[src/rtl/decoder_block_8to3_if.sv]
// APB bus bundle for the 8-to-3 decoder slave.
interface decoder_block_8to3_if;
   logic       psel;
   logic       penable;
   logic       pwrite;
   logic [7:0] paddr;
   logic [7:0] pwdata;
   logic [7:0] prdata;
   logic       pready;
   logic       pslverr;

   modport master (output psel, penable, pwrite, paddr, pwdata,
                   input  prdata, pready, pslverr);
   modport slave  (input  psel, penable, pwrite, paddr, pwdata,
                   output prdata, pready, pslverr);
endinterface

[src/rtl/decoder_block_8to3.sv]
// APB slave decoding an 8-bit code into a registered 3-bit index with valid/multi flags.
// Define DECODER_CNT_EN to add the read-only valid-decode counter at address 0x03.
module decoder_block_8to3 #(
   parameter int WAIT_STATES = 1
) (
   input  logic                  pclk,
   input  logic                  preset_n,
   decoder_block_8to3_if.slave   apb
);

   typedef enum logic [1:0] {IDLE, SETUP, ACCESS} state_t;

   state_t     state, state_nxt;
   logic [2:0] wcnt, wcnt_nxt;
   logic       access, done, err, wr_en;
   logic [7:0] din, dout, rd_mux, dec_p0;
   logic [1:0] ctrl;
   logic       vld_p0;
`ifdef DECODER_CNT_EN
   logic [7:0] cnt;
`endif

   function automatic logic [7:0] decode(input logic [7:0] code, input logic lsb_first,
                                         input logic strict);
      logic [2:0] hi, lo;
      logic [3:0] ones;
      logic       multi;
      hi   = 3'd0;
      lo   = 3'd0;
      ones = 4'd0;
      for (int i = 0; i < 8; i++)
         if (code[i]) begin
            ones = ones + 4'd1;
            hi   = 3'(i);
         end
      for (int i = 7; i >= 0; i--)
         if (code[i]) lo = 3'(i);
      multi = (ones > 4'd1);
      if (code == 8'h00) return 8'h00;
      if (multi && strict) return 8'h40;
      return {1'b1, multi, 3'b000, lsb_first ? lo : hi};
   endfunction

   always_ff @(posedge pclk or negedge preset_n) begin
      if (!preset_n) begin
         state <= IDLE;
         wcnt  <= 3'd0;
      end else begin
         state <= state_nxt;
         wcnt  <= wcnt_nxt;
      end
   end

   // The FSM trails the bus by one cycle, so the first access cycle is seen in SETUP.
   always_comb begin
      state_nxt = state;
      wcnt_nxt  = wcnt;
      access    = apb.psel & apb.penable & (state != IDLE);
      done      = access & (wcnt == 3'(WAIT_STATES));
      case (state)
         IDLE: begin
            wcnt_nxt = 3'd0;
            if (apb.psel && !apb.penable) state_nxt = SETUP;
         end
         SETUP, ACCESS: begin
            if (!apb.psel || done) begin
               state_nxt = IDLE;
               wcnt_nxt  = 3'd0;
            end else if (access) begin
               state_nxt = ACCESS;
               wcnt_nxt  = wcnt + 3'd1;
            end else begin
               state_nxt = SETUP;
               wcnt_nxt  = 3'd0;
            end
         end
         default: begin
            state_nxt = IDLE;
            wcnt_nxt  = 3'd0;
         end
      endcase
   end

   always_comb begin
      err    = 1'b0;
      rd_mux = 8'h00;
      case (apb.paddr)
         8'h00: rd_mux = din;
         8'h01: begin
            rd_mux = dout;
            err    = apb.pwrite;
         end
         8'h02: rd_mux = {6'b000000, ctrl};
`ifdef DECODER_CNT_EN
         8'h03: begin
            rd_mux = cnt;
            err    = apb.pwrite;
         end
`endif
         default: err = 1'b1;
      endcase
   end

   assign apb.pready  = done;
   assign apb.pslverr = done & err;
   assign apb.prdata  = (done && !apb.pwrite && !err) ? rd_mux : 8'h00;
   assign wr_en       = done & apb.pwrite & ~err;
   assign dec_p0      = decode(din, ctrl[0], ctrl[1]);

   always_ff @(posedge pclk or negedge preset_n) begin
      if (!preset_n) begin
         din    <= 8'h00;
         ctrl   <= 2'b00;
         dout   <= 8'h00;
         vld_p0 <= 1'b0;
`ifdef DECODER_CNT_EN
         cnt    <= 8'h00;
`endif
      end else begin
         // p0: register write; a DIN write arms the decode stage
         vld_p0 <= wr_en && (apb.paddr == 8'h00);
         if (wr_en && apb.paddr == 8'h00) din  <= apb.pwdata;
         if (wr_en && apb.paddr == 8'h02) ctrl <= apb.pwdata[1:0];
         // p1: decode din with ctrl as it stands now
         if (vld_p0) dout <= dec_p0;
`ifdef DECODER_CNT_EN
         if (vld_p0 && dec_p0[7]) cnt <= cnt + 8'd1;
`endif
      end
   end

endmodule

[src/flat_wrapper.sv]
// flat-port wrapper written by rule: the top's interface ports become plain ports
module decoder_block_8to3_flat 
#(
   parameter int WAIT_STATES = 1
)
  (pclk, preset_n, apb_psel, apb_penable, apb_pwrite, apb_paddr, apb_pwdata, apb_prdata, apb_pready, apb_pslverr);
  decoder_block_8to3_if apb_i ();
  input  logic pclk;
  input  logic preset_n;
  input wire logic [$bits(apb_i.psel)-1:0] apb_psel;
  input wire logic [$bits(apb_i.penable)-1:0] apb_penable;
  input wire logic [$bits(apb_i.pwrite)-1:0] apb_pwrite;
  input wire logic [$bits(apb_i.paddr)-1:0] apb_paddr;
  input wire logic [$bits(apb_i.pwdata)-1:0] apb_pwdata;
  output wire logic [$bits(apb_i.prdata)-1:0] apb_prdata;
  output wire logic [$bits(apb_i.pready)-1:0] apb_pready;
  output wire logic [$bits(apb_i.pslverr)-1:0] apb_pslverr;
  assign apb_i.psel = apb_psel;
  assign apb_i.penable = apb_penable;
  assign apb_i.pwrite = apb_pwrite;
  assign apb_i.paddr = apb_paddr;
  assign apb_i.pwdata = apb_pwdata;
  assign apb_prdata = apb_i.prdata;
  assign apb_pready = apb_i.pready;
  assign apb_pslverr = apb_i.pslverr;
  decoder_block_8to3 #(.WAIT_STATES(WAIT_STATES)) u_core (.pclk(pclk), .preset_n(preset_n), .apb(apb_i));
endmodule
[config.mk]
export PLATFORM = sky130hd
export DESIGN_NAME = decoder_block_8to3_flat
export DESIGN_NICKNAME = d
export VERILOG_FILES = /design/src/rtl/decoder_block_8to3_if.sv /design/src/rtl/decoder_block_8to3.sv /design/src/flat_wrapper.sv
export SDC_FILE = /design/constraint.sdc
export NUM_CORES = 1
export LEC_CHECK = 0
export ABC_CLOCK_PERIOD_IN_PS = 11880
export CAP_MARGIN = 20
export CORE_MARGIN = 2
export CORE_UTILIZATION = 35
export DETAILED_ROUTE_END_ITERATION = 12
export PLACE_DENSITY = 0.55
export SLEW_MARGIN = 20
export SYNTH_ARGS = -nofsm -noshare
export SYNTH_HDL_FRONTEND = slang
export SYNTH_SLANG_ARGS = --single-unit
[constraint.sdc]
create_clock -name pclk -period 11.88 [get_ports pclk]
set_input_delay 3.564 -clock pclk [delete_from_list [all_inputs] [get_ports pclk]]
set_output_delay 3.564 -clock pclk [all_outputs]
set_load 0.02 [all_outputs]
==> reports/qor.log, run 1 <==
[status] result of the run finished clean
[synthesis] portion of synthesized cell area occupied by the leading cell type 29.2%
[worst_setup_path] path depth of the worst reg2reg path 17
[grt] number of global-route vias before repair 1404
[drt] wire per inst 12.7 µm
[die] effective utilization at floorplan 35.7%
[synthesis] area leader, netlist sky130_fd_sc_hd__dfrtp_1
[clocking] count of H-tree levels built during CTS 1
[placement] half-perimeter wire length after placement 3.06 mm
[worst_setup_path] endpoint of the lowest-slack register-to-register path u_core.dout[6]
[clocking] Sinks on Clock Net 21
[synthesis] number of unique standard cell types used by synthesis 52
[timing] achievable clock frequency 102 MHz
[die] Core Footprint 5040 µm²
[worst_setup_path] path type of the worst setup path in -> out
[drt] remaining antenna violation count after routing 0
[timing] post-route worst hold slack 0.477 ns
[timing] final setup violation count 0
[timing] final worst path period share 82.6%
[synthesis] Avg Synthesized Cell Area 8.44 µm²
[grt] first-pass GRT wire length 6.69 mm
[grt] global routing usage summed across all routing layers 15.5%
[finish] Layout Cell Area excl Fill 2220 µm²
[die] ports placed on the boundary 31
[timing] max-slew violation total from the final report 0
[die] Die Ht 75.7 µm
[clocking] hold-fix buffer count after cts 0
[clocking] CTS tree yes
[synthesis] count of flip-flops with a built-in enable after synthesis 0
[drt] total wire length 3.94 mm
[placement] DP Area 2160 µm²
[grt] largest net degree at the start of global routing 22
[clocking] cell at the root of the clock tree sky130_fd_sc_hd__clkbuf_8
[synthesis] total nets after synthesis 247
[synthesis] flip-flop and latch count after synthesis 21
[worst_setup_path] endpoint required time on the critical path 8.32 ns
[worst_setup_path] origin of the worst setup path apb_paddr[5]
[grt] overflow left after global routing 0
[drt] remaining design rule violation count 0
[finish] top library cells by usage in the layout, fill and taps aside sky130_fd_sc_hd__clkdlybuf4s50_1 (30), sky130_fd_sc_hd__nand2_1 (25), sky130_fd_sc_hd__nor2_1 (23)
[timing] Hold Fails Final Rpt 0
[timing] final critical delay including setup and external delays 9.82 ns
[clocking] number of resized instances in the post-cts repair step 0
[worst_setup_path] critical register-to-register path startpoint u_core.din[0]
[finish] commonest non-fill, non-tap cell in the layout sky130_fd_sc_hd__clkdlybuf4s50_1
[drt] detailed-routing iteration count for the pre-antenna-repair pass 4
[worst_setup_path] Worst Setup End Kind primary output
[clocking] Post-CTS Setup Repair Bufs 0
[placement] RePlAce Congestion 0.754
[timing] unrepaired setup endpoints after global routing no
[clocking] number of buffers on the longest clock path 2
[synthesis] combined area of all synthesized cells 1800 µm²
[timing] measured slew at the worst slew-check pin 0.701 ns
[worst_setup_path] data arrival time of the critical path 6.25 ns
[drt] via count of the routed design 1523
[grt] number of antenna violations at the first check in global routing 0
[hold_path] type of the tightest min-delay check reg -> reg
[synthesis] Ys Warns 0
[timing] Slew HR 53.3%
[pwr] Max rail drop VDD 43.0 µV
[timing] clock skew after layout 0.00158 ns
[timing] final-layout setup total negative slack 0 ns
[pwr] leakage 0.953 nW
[clocking] Inserted Clock Buffers 3
[clocking] clock transition time at the flip-flop clock pins of the worst setup and hold paths 0.07 ns
[finish] antenna diode count 0
[synthesis] proportion of synthesized chip area in sequential cells 29.2%
[pwr] ratio of total power to cell area 66.8 nW/µm²
[worst_setup_path] worst-path fanout max 4
[die] Die X 75.7 µm
[synthesis] top flip-flop cell by instance count after synthesis sky130_fd_sc_hd__dfrtp_1
[placement] Port Buffer Count 30
[drt] 1st-iter DRT viols 31
[synthesis] Area contributors post-synth sky130_fd_sc_hd__dfrtp_1 (29%), sky130_fd_sc_hd__ha_1 (9.0%), sky130_fd_sc_hd__nand2_1 (5.2%)
[worst_setup_path] CP startpoint kind primary input
[clocking] insertion delay of the later-clocked pin in the worst-skew pair 0.26 ns
[synthesis] number of instances in the synthesized netlist 213
[die] cell row count 26
[run] count of maximum capacitance violations 0
[die] Total Die Area 5730 µm²
[worst_setup_path] setup slack on the worst flop-to-flop path 7.54 ns
[worst_setup_path] end of the critical path apb_prdata[5]
[finish] area added between synthesis and finish 23.4%
[finish] number of nets in the finished design 276
[synthesis] post-synthesis async set-or-reset flop share 100%
[finish] final cell utilization of the core 44.0%
[finish] share of final-layout standard cells stronger than drive strength 1 6.64%
[drt] ratio of routed vias to standard cells 4.90
==> routing by layer <==
metal / wire length [µm] / share of wire, % / vias to the layer above / track usage, %
met4: 49 / 1.2 / 0 / 4.68
met2: 1660 / 42 / 36 / 23.2
met5: 0 / 0 / - / 0
met3: 183 / 4.7 / 4 / 2.25
met1: 2040 / 52 / 693 / 23.1
li1: - / - / 790 / -
==> worst max-delay path: stages <==
cell and delay (ns):
sky130_fd_sc_hd__clkdlybuf4s50_1 0.39, sky130_fd_sc_hd__or4_1 0.51, sky130_fd_sc_hd__nor3_1 0.35, sky130_fd_sc_hd__nand3_1 0.18, sky130_fd_sc_hd__or2_2 0.37, sky130_fd_sc_hd__nor2_1 0.15, sky130_fd_sc_hd__and2_1 0.15, sky130_fd_sc_hd__clkdlybuf4s50_1 0.59
==> synth_stat cells, types with 2 or more instances <==
cell type,instances
sky130_fd_sc_hd__a21oi_1,12
sky130_fd_sc_hd__a31oi_1,2
sky130_fd_sc_hd__and2_1,3
sky130_fd_sc_hd__and3_1,2
sky130_fd_sc_hd__clkbuf_1,6
sky130_fd_sc_hd__dfrtp_1,21
sky130_fd_sc_hd__ha_1,13
sky130_fd_sc_hd__inv_1,19
sky130_fd_sc_hd__mux2_2,3
sky130_fd_sc_hd__mux2i_1,5
sky130_fd_sc_hd__nand2_1,25
sky130_fd_sc_hd__nand2b_1,4
sky130_fd_sc_hd__nand3_1,7
sky130_fd_sc_hd__nand4_1,2
sky130_fd_sc_hd__nor2_1,23
sky130_fd_sc_hd__nor2b_1,3
sky130_fd_sc_hd__nor3_1,2
sky130_fd_sc_hd__o21ai_0,11
sky130_fd_sc_hd__o22ai_1,5
sky130_fd_sc_hd__or4_1,2
sky130_fd_sc_hd__xnor2_1,8
sky130_fd_sc_hd__xnor3_1,2
sky130_fd_sc_hd__xor2_1,4
==> sequential cells by signal (all words and copies together) (netlist names) <==
register       count
u_core.state       2
u_core.din         8
u_core.dout        5
u_core.wcnt        3
u_core.ctrl        2
u_core.vld_p0      1
==> how the worst min path moves through the flow <==
stage | from | end | slack [ns] | cells past startpoint
final | u_core.wcnt[0] | u_core.wcnt[0] | 0.48 | 1
after global routing | u_core.wcnt[0] | u_core.wcnt[0] | 0.50 | 1
after CTS | u_core.wcnt[0] | u_core.wcnt[0] | 0.48 | 1
after detailed placement | u_core.wcnt[0] | u_core.wcnt[0] | 0.47 | 1
after global placement | u_core.wcnt[0] | u_core.wcnt[0] | 0.46 | 1
after floorplan | u_core.wcnt[0] | u_core.wcnt[0] | 0.44 | 1
==> per-stage QoR <==
step                setup slack [ns]  power (mW)  instances
detailed placement              2.07       0.103        306
global placement                2.11       0.103        306
floorplan                       3.11      0.0914        213
CTS                             2.06       0.150        310
finish                          2.06       0.148        311
global route                    1.87       0.159        311
==> cell type report <==
cell class	instances	area [µm²]
inverters	19	71.3
repair buffers	31	315
flip-flops and latches	21	526
multi-input cells	166	1170
clock buffers	4	45.0
well taps	70	87.6
fillers	502	2820
==> logic make-up (layout without fill, tap and decap cells) <==
logic type / after synthesis / after routing / share of synthesized area (%)
AND/OR/NAND/NOR: 81 / 81 / 22.0
AO/OA/AOI/OAI: 46 / 46 / 16.4
buffers and inverters: 26 / 54 / 5.50
flip-flops: 21 / 21 / 29.2
XOR/XNOR: 18 / 18 / 13.2
adder cells (fa/ha/maj): 13 / 13 / 9.05
multiplexers: 8 / 8 / 4.66
==> power breakdown <==
part / total [mW] / switching (mW) / leakage [nW] / internal [mW]
Sequential: 0.0769 / 0.00249 / 0.271 / 0.0744
Combinational: 0.0253 / 0.0123 / 0.659 / 0.0130
Clock: 0.0461 / 0.0222 / 0.0228 / 0.0239
No activity file was read; power rests on OpenSTA's default activity.
==> run 2, diff against run 1 <==
ABC_CLOCK_PERIOD_IN_PS = 9400   (was 11880)
clock period = 9.4 ns   (was 11.88 ns; I/O delays follow)
==> run 2 against run 1 <==
Net effect: final cell count down 0.32%; count of clock-buffer cells in the layout stayed put; sequential share of layout area increased by 0.22 points; via count down 0.53%; sequential power is 26% higher; largest power group unchanged.
==> reports/qor.log, run 2 (synthesized netlist as in run 1, its figures left out) <==
[pwr] total power consumption of the routed design 186 µW
[clocking] hold-fix buffer count after cts 0
[clocking] count of H-tree levels built during CTS 1
[clocking] number of buffers on the longest clock path 2
[placement] Port Buffer Count 30
[timing] Slew HR 52.8%
[worst_setup_path] data arrival time of the critical path 5.49 ns
[timing] final critical delay including setup and external delays 8.31 ns
[finish] non-filler cells, final 310
[grt] first-pass GRT wire length 6.76 mm
[grt] number of global-route vias before repair 1404
[drt] wire per inst 12.7 µm
[finish] Layout Cell Area excl Fill 2200 µm²
[timing] unrepaired setup endpoints after global routing no
[worst_setup_path] path type of the worst setup path in -> out
[finish] number of flip-flops in the largest register 8
[timing] measured slew at the worst slew-check pin 0.708 ns
[drt] remaining antenna violation count after routing 0
[worst_setup_path] most prevalent standard cell on the critical path sky130_fd_sc_hd__clkdlybuf4s50_1
[finish] number of nets in the finished design 275
[worst_setup_path] end of the critical path apb_prdata[4]
[clocking] CTS tree yes
[worst_setup_path] worst-path fanout max 4
[finish] commonest non-fill, non-tap cell in the layout sky130_fd_sc_hd__clkdlybuf4s50_1
[drt] ratio of routed vias to standard cells 4.89
[worst_setup_path] path depth of the worst reg2reg path 17
[grt] number of antenna violations at the first check in global routing 0
[timing] max-slew violation total from the final report 0
[timing] achievable clock frequency 120 MHz
[die] ports placed on the boundary 31
[run] count of maximum capacitance violations 0
[finish] share of final-layout standard cells stronger than drive strength 1 6.67%
[worst_setup_path] critical path cell sequence clkdlybuf4s50_1, or4_1, nor3_1, nand3_1, or2_2, nor2_1, and2_1, clkdlybuf4s50_1
[finish] largest registers u_core.din (8), u_core.dout (5), u_core.wcnt (3)
[clocking] cell at the root of the clock tree sky130_fd_sc_hd__clkbuf_8
[pwr] leakage 0.945 nW
[clocking] Post-CTS Setup Repair Bufs 0
[worst_setup_path] CP startpoint kind primary input
[worst_setup_path] critical register-to-register path startpoint u_core.din[0]
[timing] final worst path period share 88.4%
[finish] top register by number of flip-flops u_core.din
[placement] half-perimeter wire length after placement 3.07 mm
[pwr] Max rail drop VDD 51.7 µV
[timing] final-layout setup total negative slack 0 ns
[die] Core Footprint 5040 µm²
[die] Die X 75.7 µm
[clocking] clock transition time at the flip-flop clock pins of the worst setup and hold paths 0.07 ns
[grt] overflow left after global routing 0
[finish] top library cells by usage in the layout, fill and taps aside sky130_fd_sc_hd__clkdlybuf4s50_1 (29), sky130_fd_sc_hd__nand2_1 (25), sky130_fd_sc_hd__nor2_1 (23)
[drt] total wire length 3.95 mm
[worst_setup_path] endpoint of the lowest-slack register-to-register path u_core.dout[6]
[die] Die Ht 75.7 µm
[hold_path] Worst Hold Path Cells 1
[clocking] Sinks on Clock Net 21
[worst_setup_path] endpoint required time on the critical path 6.58 ns
[timing] Hold Fails Final Rpt 0
[finish] count of fill cells added during filler insertion 525
[die] cell row count 26
[placement] RePlAce Congestion 0.753
[drt] via count of the routed design 1515
[placement] Setup WS pre-CTS 1.07 ns
[finish] area of combinational cells with multiple inputs 1170 µm²
[timing] clock skew after layout 0.00186 ns
[clocking] number of resized instances in the post-cts repair step 0
[placement] Placed Instances 306
[worst_setup_path] origin of the worst setup path apb_paddr[5]
[finish] antenna diode count 0
[timing] final setup violation count 0
[worst_setup_path] highest-delay cell along the critical path sky130_fd_sc_hd__clkdlybuf4s50_1
[clocking] Inserted Clock Buffers 3
[worst_setup_path] Worst Setup End Kind primary output
[hold_path] type of the tightest min-delay check reg -> reg
[die] effective utilization at floorplan 35.7%
[finish] register area 526 µm²
[placement] DP Area 2160 µm²
[finish] area added between synthesis and finish 22.3%
[pwr] ratio of total power to cell area 84.6 nW/µm²
[status] result of the run finished clean
[drt] detailed-routing iteration count for the pre-antenna-repair pass 4
[worst_setup_path] setup slack on the worst flop-to-flop path 5.00 ns
[drt] 1st-iter DRT viols 70
[clocking] insertion delay of the later-clocked pin in the worst-skew pair 0.25 ns
[worst_setup_path] delay of the slowest cell on the worst path 0.59 ns
[grt] largest net degree at the start of global routing 22
[die] Total Die Area 5730 µm²
[grt] global routing usage summed across all routing layers 15.4%
[timing] min setup slack post-route 1.09 ns
[drt] remaining design rule violation count 0
run 2: worst min path at each step:
stage,start,end
5_1_grt,u_core.wcnt[0],u_core.wcnt[0]
2_1_floorplan,u_core.wcnt[0],u_core.wcnt[0]
3_3_place_gp,u_core.wcnt[0],u_core.wcnt[0]
4_1_cts,u_core.wcnt[0],u_core.wcnt[0]
3_5_place_dp,u_core.wcnt[0],u_core.wcnt[0]
6_report,u_core.wcnt[0],u_core.wcnt[0]
run 2: layer usage:
metal / global-route usage (%) / vias to the layer above / wire (µm)
li1: - / 794 / -
met1: 22.9 / 689 / 2110
met2: 23.7 / 30 / 1660
met3: 2.25 / 2 / 159
met4: 3.51 / 0 / 19
met5: 0 / - / 0
run 2: power breakdown:
part	total [mW]	internal, mW	switching (mW)
clock network	0.0579	0.0301	0.0278
logic	0.0308	0.0156	0.0151
registers	0.0972	0.0940	0.00321
run 2: final cells by class:
cell class | instances | share of cell area (%)
multi-input cells | 166 | 53.4
flip-flops and latches | 21 | 23.9
repair buffers | 30 | 13.4
well taps | 70 | 3.98
inverters | 19 | 3.24
clock buffers | 4 | 2.05
run 2: critical path, delay by kind of cell:
kind | cells | cell delay [ns]
simple gates | 6 | 1.69
buf+inv | 2 | 0.98
run 2: per-stage QoR:
stage / util (%) / hold slack (ns)
after floorplan: - / 0.439
after global placement: 42.8 / 0.461
after detailed placement: 42.8 / 0.469
after CTS: 43.7 / 0.480
after global routing: 43.6 / 0.497
final: 43.6 / 0.477
==> run 3, diff against run 2 <==
REMOVE_ABC_BUFFERS = 1   (was unset)
==> run 3 against run 2 <==
Net effect: register-to-register slack barely moved; clock power rose by 1%; critical path depth did not move; worst hold slack improved by 0.010 ns; via count rose by 0.46%; count of clock-buffer cells in the layout did not move; routed wire length barely moved; final area did not move; utilization did not move; die area did not move; flip-flop and latch count did not move; final cell count did not move; largest cell class unchanged; largest power group unchanged.
==> reports/qor.log, run 3 (synthesized netlist as in run 1, its figures left out) <==
[timing] final worst path period share 88.7%
[drt] via count of the routed design 1522
[worst_setup_path] Worst Setup End Kind primary output
[drt] 1st-iter DRT viols 31
[grt] first-pass GRT wire length 6.80 mm
[clocking] count of H-tree levels built during CTS 1
[drt] detailed-routing iteration count for the pre-antenna-repair pass 4
[placement] RePlAce Congestion 0.779
[placement] half-perimeter wire length after placement 3.15 mm
[timing] max-slew violation total from the final report 0
[timing] Slew HR 56.5%
[pwr] leakage 0.945 nW
[finish] share of final-layout standard cells stronger than drive strength 1 6.67%
[worst_setup_path] setup slack on the worst flop-to-flop path 5.01 ns
[drt] wire per inst 12.7 µm
[hold_path] type of the tightest min-delay check reg -> reg
[worst_setup_path] worst-path fanout max 4
[clocking] Inserted Clock Buffers 3
[clocking] CTS tree yes
[finish] non-filler cells, final 310
[die] effective utilization at floorplan 35.7%
[finish] antenna diode count 0
[timing] final critical delay including setup and external delays 8.34 ns
[die] Total Die Area 5730 µm²
[placement] Placed Instances 306
[finish] largest registers u_core.din (8), u_core.dout (5), u_core.wcnt (3)
[placement] Port Buffer Count 30
[finish] number of nets in the finished design 275
[drt] remaining design rule violation count 0
[pwr] total power consumption of the routed design 187 µW
[worst_setup_path] data arrival time of the critical path 5.52 ns
[finish] commonest non-fill, non-tap cell in the layout sky130_fd_sc_hd__clkdlybuf4s50_1
[clocking] Post-CTS Setup Repair Bufs 0
[drt] total wire length 3.95 mm
[clocking] hold-fix buffer count after cts 0
[clocking] cell at the root of the clock tree sky130_fd_sc_hd__clkbuf_8
[die] ports placed on the boundary 31
[clocking] insertion delay of the later-clocked pin in the worst-skew pair 0.26 ns
[timing] measured slew at the worst slew-check pin 0.653 ns
[finish] top register by number of flip-flops u_core.din
[timing] clock skew after layout 0.00214 ns
[finish] area added between synthesis and finish 22.3%
[timing] Hold Fails Final Rpt 0
[drt] met1 layer wirelength in the final routing 2.05 mm
[pwr] Max rail drop VDD 77.8 µV
[drt] top routing layer used met4
[finish] top library cells by usage in the layout, fill and taps aside sky130_fd_sc_hd__clkdlybuf4s50_1 (29), sky130_fd_sc_hd__nand2_1 (25), sky130_fd_sc_hd__nor2_1 (23)
[finish] number of flip-flops in the largest register 8
[drt] remaining antenna violation count after routing 0
[die] Core Footprint 5040 µm²
[clocking] number of buffers on the longest clock path 2
[die] Die X 75.7 µm
[run] count of maximum capacitance violations 0
[timing] min setup slack post-route 1.06 ns
[clocking] clock transition time at the flip-flop clock pins of the worst setup and hold paths 0.07 ns
[worst_setup_path] endpoint required time on the critical path 6.58 ns
[clocking] Sinks on Clock Net 21
[finish] final cell utilization of the core 43.6%
[grt] number of antenna violations at the first check in global routing 0
[drt] met3 wirelength from detailed routing 141 µm
[placement] Setup WS pre-CTS 1.03 ns
[drt] ratio of routed vias to standard cells 4.91
[grt] largest net degree at the start of global routing 22
[clocking] number of resized instances in the post-cts repair step 0
[die] cell row count 26
[drt] total length of routed met2 wires 1.73 mm
[timing] final-layout setup total negative slack 0 ns
[worst_setup_path] path type of the worst setup path in -> out
[grt] global routing usage summed across all routing layers 15.5%
[pwr] ratio of total power to cell area 85.2 nW/µm²
[timing] final setup violation count 0
[die] Die Ht 75.7 µm
[timing] achievable clock frequency 120 MHz
[timing] unrepaired setup endpoints after global routing no
[grt] number of global-route vias before repair 1447
[grt] overflow left after global routing 0
[status] result of the run finished clean
[worst_setup_path] CP startpoint kind primary input
[run 3: worst max-delay path, stage by stage]
cell	delay, ns
sky130_fd_sc_hd__clkdlybuf4s50_1	0.39
sky130_fd_sc_hd__or4_1	0.51
sky130_fd_sc_hd__nor3_1	0.34
sky130_fd_sc_hd__nand3_1	0.17
sky130_fd_sc_hd__or2_2	0.36
sky130_fd_sc_hd__nor2_1	0.18
sky130_fd_sc_hd__and2_1	0.15
sky130_fd_sc_hd__clkdlybuf4s50_1	0.60
[run 3: cell type report]
type | instances | area, µm²
well taps | 70 | 87.6
multi-input cells | 166 | 1170
repair buffers | 30 | 295
inverters | 19 | 71.3
fillers | 525 | 2840
clock buffers | 4 | 45.0
flip-flops and latches | 21 | 526
[run 3: worst paths after layout]
kind                                     start             end  depth (start not counted)
min in group asynchronous             preset_n  u_core.wcnt[1]                          1
worst min register to register  u_core.wcnt[0]  u_core.wcnt[0]                          1
worst max-delay path              apb_paddr[5]   apb_prdata[4]                          8
worst max register to register   u_core.din[0]  u_core.dout[6]                         17
max in group asynchronous             preset_n   u_core.din[4]                          1
worst min-delay path            u_core.wcnt[0]  u_core.wcnt[0]                          1
[run 3: metal layers]
metal  GRT usage (%)  vias up
met2            24.3       26
met1            22.6      700
met3            2.38        2
met4            3.51        0
li1                -      794
met5               0        -
[run 3: through the flow]
stage	area (µm²)	hold slack, ns
after floorplan	1770	0.439
after global placement	2160	0.458
after detailed placement	2160	0.466
after CTS	2200	0.475
after global routing	2200	0.503
final	2200	0.487
[run 3: report_power, final]
group	switching, mW	internal (mW)	total [mW]	leakage, nW
Combinational	0.0156	0.0157	0.0313	0.651
Clock	0.0285	0.0302	0.0586	0.0228
Sequential	0.00324	0.0940	0.0973	0.271
